File: config.mk
export PLATFORM = sky130hd
export DESIGN_NAME = riscv_core_mem_arbiter_flat
export DESIGN_NICKNAME = d
export VERILOG_FILES = /design/src/rtl/riscv_core_mem_arbiter_if.sv /design/src/rtl/riscv_core_mem_arbiter.sv /design/src/flat_wrapper.sv
export SDC_FILE = /design/constraint.sdc
export NUM_CORES = 1
export LEC_CHECK = 0
export ABC_AREA = 1
export CAP_MARGIN = 10
export CORE_AREA = 10 10 470 472
export CTS_CLUSTER_DIAMETER = 40
export DETAILED_ROUTE_END_ITERATION = 8
export DIE_AREA = 0 0 480 482
export DONT_BUFFER_PORTS = 1
export PLACE_DENSITY = 0.3
export SETUP_SLACK_MARGIN = 0.15
export SYNTH_ARGS = -nofsm -noshare
export SYNTH_HDL_FRONTEND = slang
export SYNTH_SLANG_ARGS = --single-unit
File: constraint.sdc
create_clock -name i_clk -period 1.8 [get_ports i_clk]
set_input_delay 0.36 -clock i_clk [delete_from_list [all_inputs] [get_ports i_clk]]
set_output_delay 0.36 -clock i_clk [all_outputs]
set_load 0.02 [all_outputs]
File: src/rtl/riscv_core_mem_arbiter_if.sv
// Core-side and memory-side handshake bundle for the icache/dcache memory arbiter.
interface riscv_core_mem_arbiter_if #(
  parameter int unsigned ADDR_WIDTH      = 64,
  parameter int unsigned CORE_DATA_WIDTH = 64,
  parameter int unsigned AXI_DATA_WIDTH  = 256
);
  localparam int unsigned STRB_W = 8;

  logic                       ic_read_req;
  logic [ADDR_WIDTH-1:0]      ic_read_addr;
  logic                       ic_read_done;
  logic [AXI_DATA_WIDTH-1:0]  ic_read_data;

  logic                       dc_read_req;
  logic [ADDR_WIDTH-1:0]      dc_read_addr;
  logic                       dc_read_done;
  logic [AXI_DATA_WIDTH-1:0]  dc_read_data;

  logic                       dc_write_valid;
  logic [ADDR_WIDTH-1:0]      dc_write_addr;
  logic [CORE_DATA_WIDTH-1:0] dc_write_data;
  logic [STRB_W-1:0]          dc_write_strobe;
  logic                       dc_write_done;

  logic                       mem_read_req;
  logic [ADDR_WIDTH-1:0]      mem_read_address;
  logic                       mem_read_done;
  logic [AXI_DATA_WIDTH-1:0]  mem_read_data;

  logic                       mem_write_valid;
  logic [ADDR_WIDTH-1:0]      mem_write_address;
  logic [CORE_DATA_WIDTH-1:0] mem_write_data;
  logic [STRB_W-1:0]          mem_write_strobe;
  logic                       mem_write_done;

  logic                       busy;

  // Arbiter side
  modport slave (
    input  ic_read_req, ic_read_addr, dc_read_req, dc_read_addr,
    input  dc_write_valid, dc_write_addr, dc_write_data, dc_write_strobe,
    input  mem_read_done, mem_read_data, mem_write_done,
    output ic_read_done, ic_read_data, dc_read_done, dc_read_data, dc_write_done,
    output mem_read_req, mem_read_address,
    output mem_write_valid, mem_write_address, mem_write_data, mem_write_strobe,
    output busy
  );

  // Caches plus memory model side
  modport master (
    output ic_read_req, ic_read_addr, dc_read_req, dc_read_addr,
    output dc_write_valid, dc_write_addr, dc_write_data, dc_write_strobe,
    output mem_read_done, mem_read_data, mem_write_done,
    input  ic_read_done, ic_read_data, dc_read_done, dc_read_data, dc_write_done,
    input  mem_read_req, mem_read_address,
    input  mem_write_valid, mem_write_address, mem_write_data, mem_write_strobe,
    input  busy
  );
endinterface

File: src/rtl/riscv_core_mem_arbiter.sv
// Round-robin arbiter serializing icache refill, dcache refill and dcache
// write-through onto a single outstanding memory transaction.
module riscv_core_mem_arbiter #(
  parameter int unsigned ADDR_WIDTH      = 64,
  parameter int unsigned CORE_DATA_WIDTH = 64,
  parameter int unsigned AXI_DATA_WIDTH  = 256
) (
  input  logic                      i_clk,
  input  logic                      i_rst_n,
  riscv_core_mem_arbiter_if.slave   bus
);
  localparam int unsigned NUM_REQ   = 3;
  localparam int unsigned LINE_BITS = 6;
  localparam logic [ADDR_WIDTH-1:0] LINE_MASK = ~ADDR_WIDTH'((1 << LINE_BITS) - 1);

  localparam logic [1:0] SRC_DWR = 2'd0;
  localparam logic [1:0] SRC_DRD = 2'd1;
  localparam logic [1:0] SRC_IRD = 2'd2;

  typedef enum logic [1:0] {
    IDLE    = 2'd0,
    GNT_DWR = 2'd1,
    GNT_DRD = 2'd2,
    GNT_IRD = 2'd3
  } state_e;

  state_e     state, state_next;
  logic [1:0] last_grant, last_grant_next;

  logic [NUM_REQ-1:0]        req;
  logic                      win_found;
  logic [1:0]                win;
  logic [1:0]                cand;
  logic [AXI_DATA_WIDTH-1:0] rd_line;

  assign req     = {bus.ic_read_req, bus.dc_read_req, bus.dc_write_valid};
  assign rd_line = bus.mem_read_data;

  // Refill data goes to both caches; only the done strobe qualifies it
  assign bus.ic_read_data = rd_line;
  assign bus.dc_read_data = rd_line;

  // Reset leaves DWR as the first candidate of the search
  always_ff @(posedge i_clk or negedge i_rst_n) begin
    if (!i_rst_n) begin
      state      <= IDLE;
      last_grant <= SRC_IRD;
    end else begin
      state      <= state_next;
      last_grant <= last_grant_next;
    end
  end

  always_comb begin
    state_next            = state;
    last_grant_next       = last_grant;
    win_found             = 1'b0;
    win                   = SRC_DWR;
    cand                  = SRC_DWR;
    bus.ic_read_done      = 1'b0;
    bus.dc_read_done      = 1'b0;
    bus.dc_write_done     = 1'b0;
    bus.mem_read_req      = 1'b0;
    bus.mem_read_address  = '0;
    bus.mem_write_valid   = 1'b0;
    bus.mem_write_address = '0;
    bus.mem_write_data    = CORE_DATA_WIDTH'(0);
    bus.mem_write_strobe  = '0;
    bus.busy              = (state != IDLE);

    case (state)
      IDLE: begin
        // Search starts one past the previous winner, wrapping modulo 3
        for (int unsigned k = 0; k < NUM_REQ; k++) begin
          cand = 2'((32'(last_grant) + k + 32'd1) % NUM_REQ);
          if (!win_found && req[cand]) begin
            win_found = 1'b1;
            win       = cand;
          end
        end
        if (win_found) begin
          last_grant_next = win;
          case (win)
            SRC_DWR: state_next = GNT_DWR;
            SRC_DRD: state_next = GNT_DRD;
            default: state_next = GNT_IRD;
          endcase
        end
      end

      GNT_DWR: begin
        bus.mem_write_valid   = !bus.mem_write_done;
        bus.mem_write_address = bus.dc_write_addr;
        bus.mem_write_data    = bus.dc_write_data;
        bus.mem_write_strobe  = bus.dc_write_strobe;
        if (bus.mem_write_done) begin
          bus.dc_write_done = 1'b1;
          state_next        = IDLE;
        end
      end

      GNT_DRD: begin
        bus.mem_read_req     = !bus.mem_read_done;
        bus.mem_read_address = bus.dc_read_addr & LINE_MASK;
        if (bus.mem_read_done) begin
          bus.dc_read_done = 1'b1;
          state_next       = IDLE;
        end
      end

      GNT_IRD: begin
        bus.mem_read_req     = !bus.mem_read_done;
        bus.mem_read_address = bus.ic_read_addr & LINE_MASK;
        if (bus.mem_read_done) begin
          bus.ic_read_done = 1'b1;
          state_next       = IDLE;
        end
      end

      default: state_next = IDLE;
    endcase
  end
endmodule

File: src/flat_wrapper.sv
// flat-port wrapper written by rule: the top's interface ports become plain ports
module riscv_core_mem_arbiter_flat 
#(
  parameter int unsigned ADDR_WIDTH      = 64,
  parameter int unsigned CORE_DATA_WIDTH = 64,
  parameter int unsigned AXI_DATA_WIDTH  = 256
)
  (i_clk, i_rst_n, bus_ic_read_req, bus_ic_read_addr, bus_dc_read_req, bus_dc_read_addr, bus_dc_write_valid, bus_dc_write_addr, bus_dc_write_data, bus_dc_write_strobe, bus_mem_read_done, bus_mem_read_data, bus_mem_write_done, bus_ic_read_done, bus_ic_read_data, bus_dc_read_done, bus_dc_read_data, bus_dc_write_done, bus_mem_read_req, bus_mem_read_address, bus_mem_write_valid, bus_mem_write_address, bus_mem_write_data, bus_mem_write_strobe, bus_busy);
  riscv_core_mem_arbiter_if #(.ADDR_WIDTH(ADDR_WIDTH), .CORE_DATA_WIDTH(CORE_DATA_WIDTH), .AXI_DATA_WIDTH(AXI_DATA_WIDTH)) bus_i ();
  input  logic i_clk;
  input  logic i_rst_n;
  input wire logic [$bits(bus_i.ic_read_req)-1:0] bus_ic_read_req;
  input wire logic [$bits(bus_i.ic_read_addr)-1:0] bus_ic_read_addr;
  input wire logic [$bits(bus_i.dc_read_req)-1:0] bus_dc_read_req;
  input wire logic [$bits(bus_i.dc_read_addr)-1:0] bus_dc_read_addr;
  input wire logic [$bits(bus_i.dc_write_valid)-1:0] bus_dc_write_valid;
  input wire logic [$bits(bus_i.dc_write_addr)-1:0] bus_dc_write_addr;
  input wire logic [$bits(bus_i.dc_write_data)-1:0] bus_dc_write_data;
  input wire logic [$bits(bus_i.dc_write_strobe)-1:0] bus_dc_write_strobe;
  input wire logic [$bits(bus_i.mem_read_done)-1:0] bus_mem_read_done;
  input wire logic [$bits(bus_i.mem_read_data)-1:0] bus_mem_read_data;
  input wire logic [$bits(bus_i.mem_write_done)-1:0] bus_mem_write_done;
  output wire logic [$bits(bus_i.ic_read_done)-1:0] bus_ic_read_done;
  output wire logic [$bits(bus_i.ic_read_data)-1:0] bus_ic_read_data;
  output wire logic [$bits(bus_i.dc_read_done)-1:0] bus_dc_read_done;
  output wire logic [$bits(bus_i.dc_read_data)-1:0] bus_dc_read_data;
  output wire logic [$bits(bus_i.dc_write_done)-1:0] bus_dc_write_done;
  output wire logic [$bits(bus_i.mem_read_req)-1:0] bus_mem_read_req;
  output wire logic [$bits(bus_i.mem_read_address)-1:0] bus_mem_read_address;
  output wire logic [$bits(bus_i.mem_write_valid)-1:0] bus_mem_write_valid;
  output wire logic [$bits(bus_i.mem_write_address)-1:0] bus_mem_write_address;
  output wire logic [$bits(bus_i.mem_write_data)-1:0] bus_mem_write_data;
  output wire logic [$bits(bus_i.mem_write_strobe)-1:0] bus_mem_write_strobe;
  output wire logic [$bits(bus_i.busy)-1:0] bus_busy;
  assign bus_i.ic_read_req = bus_ic_read_req;
  assign bus_i.ic_read_addr = bus_ic_read_addr;
  assign bus_i.dc_read_req = bus_dc_read_req;
  assign bus_i.dc_read_addr = bus_dc_read_addr;
  assign bus_i.dc_write_valid = bus_dc_write_valid;
  assign bus_i.dc_write_addr = bus_dc_write_addr;
  assign bus_i.dc_write_data = bus_dc_write_data;
  assign bus_i.dc_write_strobe = bus_dc_write_strobe;
  assign bus_i.mem_read_done = bus_mem_read_done;
  assign bus_i.mem_read_data = bus_mem_read_data;
  assign bus_i.mem_write_done = bus_mem_write_done;
  assign bus_ic_read_done = bus_i.ic_read_done;
  assign bus_ic_read_data = bus_i.ic_read_data;
  assign bus_dc_read_done = bus_i.dc_read_done;
  assign bus_dc_read_data = bus_i.dc_read_data;
  assign bus_dc_write_done = bus_i.dc_write_done;
  assign bus_mem_read_req = bus_i.mem_read_req;
  assign bus_mem_read_address = bus_i.mem_read_address;
  assign bus_mem_write_valid = bus_i.mem_write_valid;
  assign bus_mem_write_address = bus_i.mem_write_address;
  assign bus_mem_write_data = bus_i.mem_write_data;
  assign bus_mem_write_strobe = bus_i.mem_write_strobe;
  assign bus_busy = bus_i.busy;
  riscv_core_mem_arbiter #(.ADDR_WIDTH(ADDR_WIDTH), .CORE_DATA_WIDTH(CORE_DATA_WIDTH), .AXI_DATA_WIDTH(AXI_DATA_WIDTH)) u_core (.i_clk(i_clk), .i_rst_n(i_rst_n), .bus(bus_i));
endmodule
==> results of run 1 <==
[layout by cell type, fill, tap and decap left out, drive strengths merged]
master	instances
nor3	2
clkbuf	7
a21oi	1
inv	151
bufbuf	1
o21ai	4
buf	196
nand3b	2
nand4	2
conb	6
o22ai	1
clkinv	1
nand2	80
diode	3
a31oi	1
dlygate4sd3	1
ha	4
nand3	129
dfrtp	3
nor2	142
dfstp	1
[worst max path at each step]
stage,start,end,slack (ns),cells past startpoint
floorplan,u_core.state[0],bus_ic_read_done,0.14,4
global placement,u_core.state[0],bus_busy,-0.22,5
detailed placement,u_core.state[0],bus_busy,-0.23,5
CTS,u_core.state[0],bus_mem_read_address[11],-0.17,6
global route,u_core.state[0],bus_mem_write_data[23],-0.20,6
finish,u_core.state[1],bus_mem_write_data[33],-0.16,6
[sequential cells by signal, indices dropped and copies added (netlist names)]
signal / cells
u_core.state: 2
u_core.last_grant: 2
[per-stage QoR]
step | hold WS [ns] | total power [mW]
2_1_floorplan | 0.0644 | 6.31
3_3_place_gp | 0.0675 | 12.0
3_5_place_dp | 0.0674 | 12.0
4_1_cts | 0.411 | 14.5
5_1_grt | 0.432 | 15.6
6_report | 0.405 | 14.6
[power breakdown]
group | internal [mW] | total, mW | switching [mW]
sequential | 0.157 | 0.213 | 0.0559
combinational | 5.15 | 14.0 | 8.86
clock | 0.293 | 0.361 | 0.0681
[cell type report]
cell class                 instances  share of cell area
tap                             2821               0.377
timing repair buffer             201               0.296
multi-input combinational        374               0.243
inverter                         152              0.0630
sequential                         4              0.0116
clock buffer                       4             0.00841
antenna                            3            0.000801
[layer usage]
| metal | up-vias | global-route usage | wire length (µm) |
|---|---|---|---|
| li1 | 1997 | - | - |
| met1 | 2258 | 0.0473 | 20300 |
| met2 | 1062 | 0.228 | 76900 |
| met3 | 424 | 0.166 | 44100 |
| met4 | 8 | 0.0409 | 6800 |
| met5 | - | 0.00960 | 344 |
[critical path: cells and delay by family, from the launching register on]
| family | cells | cell delay [ns] |
|---|---|---|
| flops | 1 | 0.49 |
| buf+inv | 4 | 0.60 |
| simple gates | 2 | 0.23 |
[timing repair]
action                                 CTS  global route
endpoints found under the hold margin    4             0
pin swaps                               10             9
cloned                                   6             3
hold buffers                             1             0
setup endpoints to repair              203           204
buffers inserted                         8             5
gates resized for setup                214           108
[logic make-up after synthesis]
logic type      count (synthesis)
compound gates                  7
fa+ha+maj                       4
buf+inv                       711
flops                           4
other cells                     1
simple gates                  357
==> run metrics, run 1 <==
crit share post-route 1.09; first-pass iteration count of the detailed router 8; clock root cell clkbuf_16; failing checks negative setup slack; area of the multi-input gates about 2300 µm²; Chip Width about 480 µm; largest family of logic cells by synthesized area buffers and inverters; Finished Layout Cells about 3,600; CTS tree built; status complete, but fails checks; area growth from synthesis to layout 46.9%; Fill cells 25,097; drt via density ~1.6; Post-Synth Adder-Cell Area 0.00785; Die Height 482 µm; Synth Area in XOR/XNOR 0; drt wl/cell 41.7 µm; Post-Syn Instances ~1,100; DRT Wirelength about 150 mm; Crit Path Max Fanout 17; MaxCap Viol Count 0; Worst Reg-to-Reg Cells 10; hold_sp bus_mem_write_done; FF+latch count, synth 4; vias in the first global route between 5,000 and 6,000; Synth Area in Compound Gates 0.00647; FFs w/ async S/R, synth 1.00; Post-Syn Area 6380 µm²; setup ws final -0.157 ns; synth cell count leaders buf_4, inv_1, nor2_1; Post-Synth Simple-Gate Area 0.241; drt first-iter violations a little over 300; Data arrival, critical path around 1.6 ns; register area share after synthesis 0.0159; count of antenna-violating nets left after detailed routing 0; CTS Buf Count 3; H-tree levels 1; worst hold-check path type in -> reg; core area between 200,000 and 250,000 µm²; Final Hold Viols 0; row count around 170; startpoint types flop; FMAX a little over 500 MHz; Synth area leaders buf_4, nand3_1, inv_1, nor2_1, nand2_1; total gr overflow 0; vias ~5,700; Placer Congestion ~0.77; Tot GR Track Use 0.120; placed inst area 7760 µm²; port bufs 0; first-pass GRT wire length approximately 160 mm; hold path depth 3; count of pins over their slew limit 0; Worst Clk Skew between 0.003 and 0.004 ns; setup TNS -16.79 ns; Critical-path top delay cell dfrtp_4; Initial Util 0.0302; top_reg_cell synth dfrtp_1; Worst EP required around 1.4 ns; RSZ-0062 raised after global routing true; clk_lat worst skew 0.23 ns; Final setup viols between 150 and 200; maximum vdd drop 0.000499 V; area share of the largest cell type after synthesis 0.610; mux contribution to synthesized area 0; initial antenna violation count 93; Clock Sinks 4; Leak roughly 3.3 nW; hold path endpoint u_core.state[0]; Sequential cell area approximately 110 µm²; Max clock buf depth 2; io pins approximately 1,200; clock slew at reported path FFs 0.03 ns; Final nets ~1,300; Ys Warns 0; Worst R2R Setup Slack ~0.15 ns; crit path kind reg -> out; Max stage delay on crit path about 0.49 ns; HPWL after detailed placement 142 mm; power density cells approximately 1600 nW/µm²; layout cells sized above 1 0.488; R2R Path Start u_core.last_grant[1]; dpl ws -0.232 ns; placed cell count between 3,000 and 4,000; Crit. End Element primary output; Post-synth EDFFs 0; largest net degree at the start of global routing between 50 and 60; Syn Area/Cell 5.88 µm²; worst r2r dst u_core.state[0]; worst-path cell chain inv_4, nand2_4, buf_12, clkbuf_16, nor2_2, buf_6; die area 231,000 µm²; drt drc 0; Design Area, Final between 9000 and 10,000 µm²; Util after Layout 0.0443; library cells used by synthesis 25; most frequent cell after synthesis buf_4; fin crit period 1.96 ns; Synth area leader buf_4
Power figures use the tool's default switching activity.
==> run 2, diff against run 1 <==
SLEW_MARGIN = 25   (was unset)
==> results of run 2 <==
Same layout as run 1: the final DEF is identical, and so are final timing and power.
==> run 3, diff against run 2 <==
REMOVE_ABC_BUFFERS = 1   (was unset)
==> run 3 against run 2 <==
Against the previous run: the run still ends with negative setup slack left; critical endpoint is now bus_mem_read_address[53]; setup slack worse by 0.039 ns; routed wire length grew 86%; non-clock buffer count up 30; die area did not move; maximum frequency decreased by 2.0%.
==> run metrics, run 3 (synthesized netlist as in run 1, its figures left out) <==
failing checks negative setup slack; Leak 3.60 nW; first-pass iteration count of the detailed router 6; count of pins over their slew limit 0; Tot GR Track Use 0.224; Chip Width ~480 µm; fin crit period between 1.5 and 2 ns; drt first-iter violations between 1,000 and 1,500; power density cells approximately 1700 nW/µm²; FMAX between 500 and 600 MHz; area growth from synthesis to layout 66.5%; startpoint types flop; Fill cells approximately 25,000; worst hold-check path type in -> reg; sequential share of power 0.014; switching part of the total 0.621; Comb power frac 0.966; die area between 200,000 and 250,000 µm²; Initial Util 0.0302; count of antenna-violating nets left after detailed routing 0; Clock power frac 0.020; Placer Congestion 0.844; port bufs 0; maximum vdd drop ~0.00038 V; CTS tree built; most frequent cells in the layout inv_1, buf_6, nand3_1; vias in the first global route approximately 6,100; drt via density ~2.2; vias ~8,000; internal power 6.73 mW; core area around 210,000 µm²; Final nets 1,298; Worst EP required 1.44 ns; Psw roughly 11 mW; status complete, but fails checks; Max clock buf depth 2; Crit. End Element primary output; HPWL after detailed placement between 200 and 300 mm; row count ~170; drt drc 0; io pins approximately 1,200; layout cells sized above 1 0.612; Data arrival, critical path between 1.5 and 2 ns; commonest non-fill, non-tap cell in the layout inv_1; Design Power around 18 mW; initial antenna violation count 110; RSZ-0062 raised after global routing true; Final setup viols about 190; largest net degree at the start of global routing 49; H-tree levels 1; drt wl/cell between 70 and 80 µm; leading registers by flop count u_core.last_grant (2), u_core.state (2); Worst Clk Skew 0.00491 ns; clock slew at reported path FFs 0.03 ns; DRT Wirelength between 200 and 300 mm; crit path kind reg -> out; total gr overflow 0; Crit Path Max Fanout 9; Clock Sinks 4; clk_lat worst skew 0.23 ns; setup ws final -0.196 ns; clock root cell clkbuf_16; dpl ws -0.177 ns; Final Hold Viols 0; first-pass GRT wire length 287 mm; Fin Hold WS 0.403 ns; CTS Buf Count 3; MaxCap Viol Count 0; crit share post-route 1.11; Die Height approximately 480 µm
## run 3: cell types whose count changed in the layout (fill, tap and decap cells not counted), moves of 9 or more
cell | previous run | this run
nor2_2 | 26 | 57
buf_8 | 22 | 31
buf_4 | 48 | 12
nor2_4 | 35 | 77
nand2_4 | 6 | 15
nor2_1 | 81 | 8
nand2_2 | 53 | 40
clkbuf_16 | 6 | 15
buf_6 | 71 | 110
## run 3: timing repair
item	CTS	global route
cloned	7	16
setup endpoints to repair	204	204
endpoints found under the hold margin	4	0
resized for setup	202	305
hold buffers	1	0
buffers inserted	4	2
pin swaps	15	19
## run 3: per-layer routing
layer / global-route usage / up-vias / share of wire
met5: 0.140 / - / 0.016
met4: 0.0765 / 49 / 0.049
met3: 0.348 / 376 / 0.31
met2: 0.389 / 2144 / 0.48
met1: 0.0807 / 3421 / 0.14
li1: - / 2065 / -
## run 3: area by class of cell
cell class | count | area, µm² | area share
clock buffer | 4 | 78.8 | 0.00743
antenna | 2 | 5.00 | 0.000471
multi-input combinational | 375 | 2810 | 0.265
sequential | 4 | 106 | 0.0100
inverter | 152 | 593 | 0.0559
tap | 2821 | 3530 | 0.333
timing repair buffer | 231 | 3490 | 0.329
## run 3: worst paths after layout
path,slack [ns],from,cells after the start,to
max,-0.20,u_core.state[1],5,bus_mem_read_address[53]
min,0.40,bus_mem_write_done,3,u_core.state[0]
max reg2reg,0.11,u_core.last_grant[1],8,u_core.state[0]
min reg2reg,0.56,u_core.last_grant[1],2,u_core.last_grant[1]
max in group asynchronous,1.00,i_rst_n,1,u_core.last_grant[1]
min in group asynchronous,0.49,i_rst_n,1,u_core.state[1]
## run 3: power by group through the flow
stage	Sequential, mW	Combinational (mW)	Clock, mW
detailed placement	0.262	12.8	0
CTS	0.236	14.6	0.366
finish	0.253	17.2	0.359
floorplan	0.508	3.32	0
global placement	0.260	12.7	0
global route	0.254	18.0	0.376
## run 3: critical path, stage by stage, from the launching register on
cell       delay (ns)
dfrtp_4          0.52
buf_12           0.22
clkbuf_16        0.21
nand3_1          0.09
nand2_2          0.14
buf_12           0.16
## run 3: per-stage QoR
stage | setup TNS, ns | instance area (µm²) | util | instances
finish | -20.73 | 10600 | 0.0503 | 3589
global route | -25.40 | 10600 | 0.0502 | 3588
CTS | -23.19 | 9090 | 0.0430 | 3569
detailed placement | -1.75 | 8080 | 0.0382 | 3553
global placement | -1.51 | 8080 | 0.0382 | 3553
floorplan | -604.76 | 2320 | - | 530
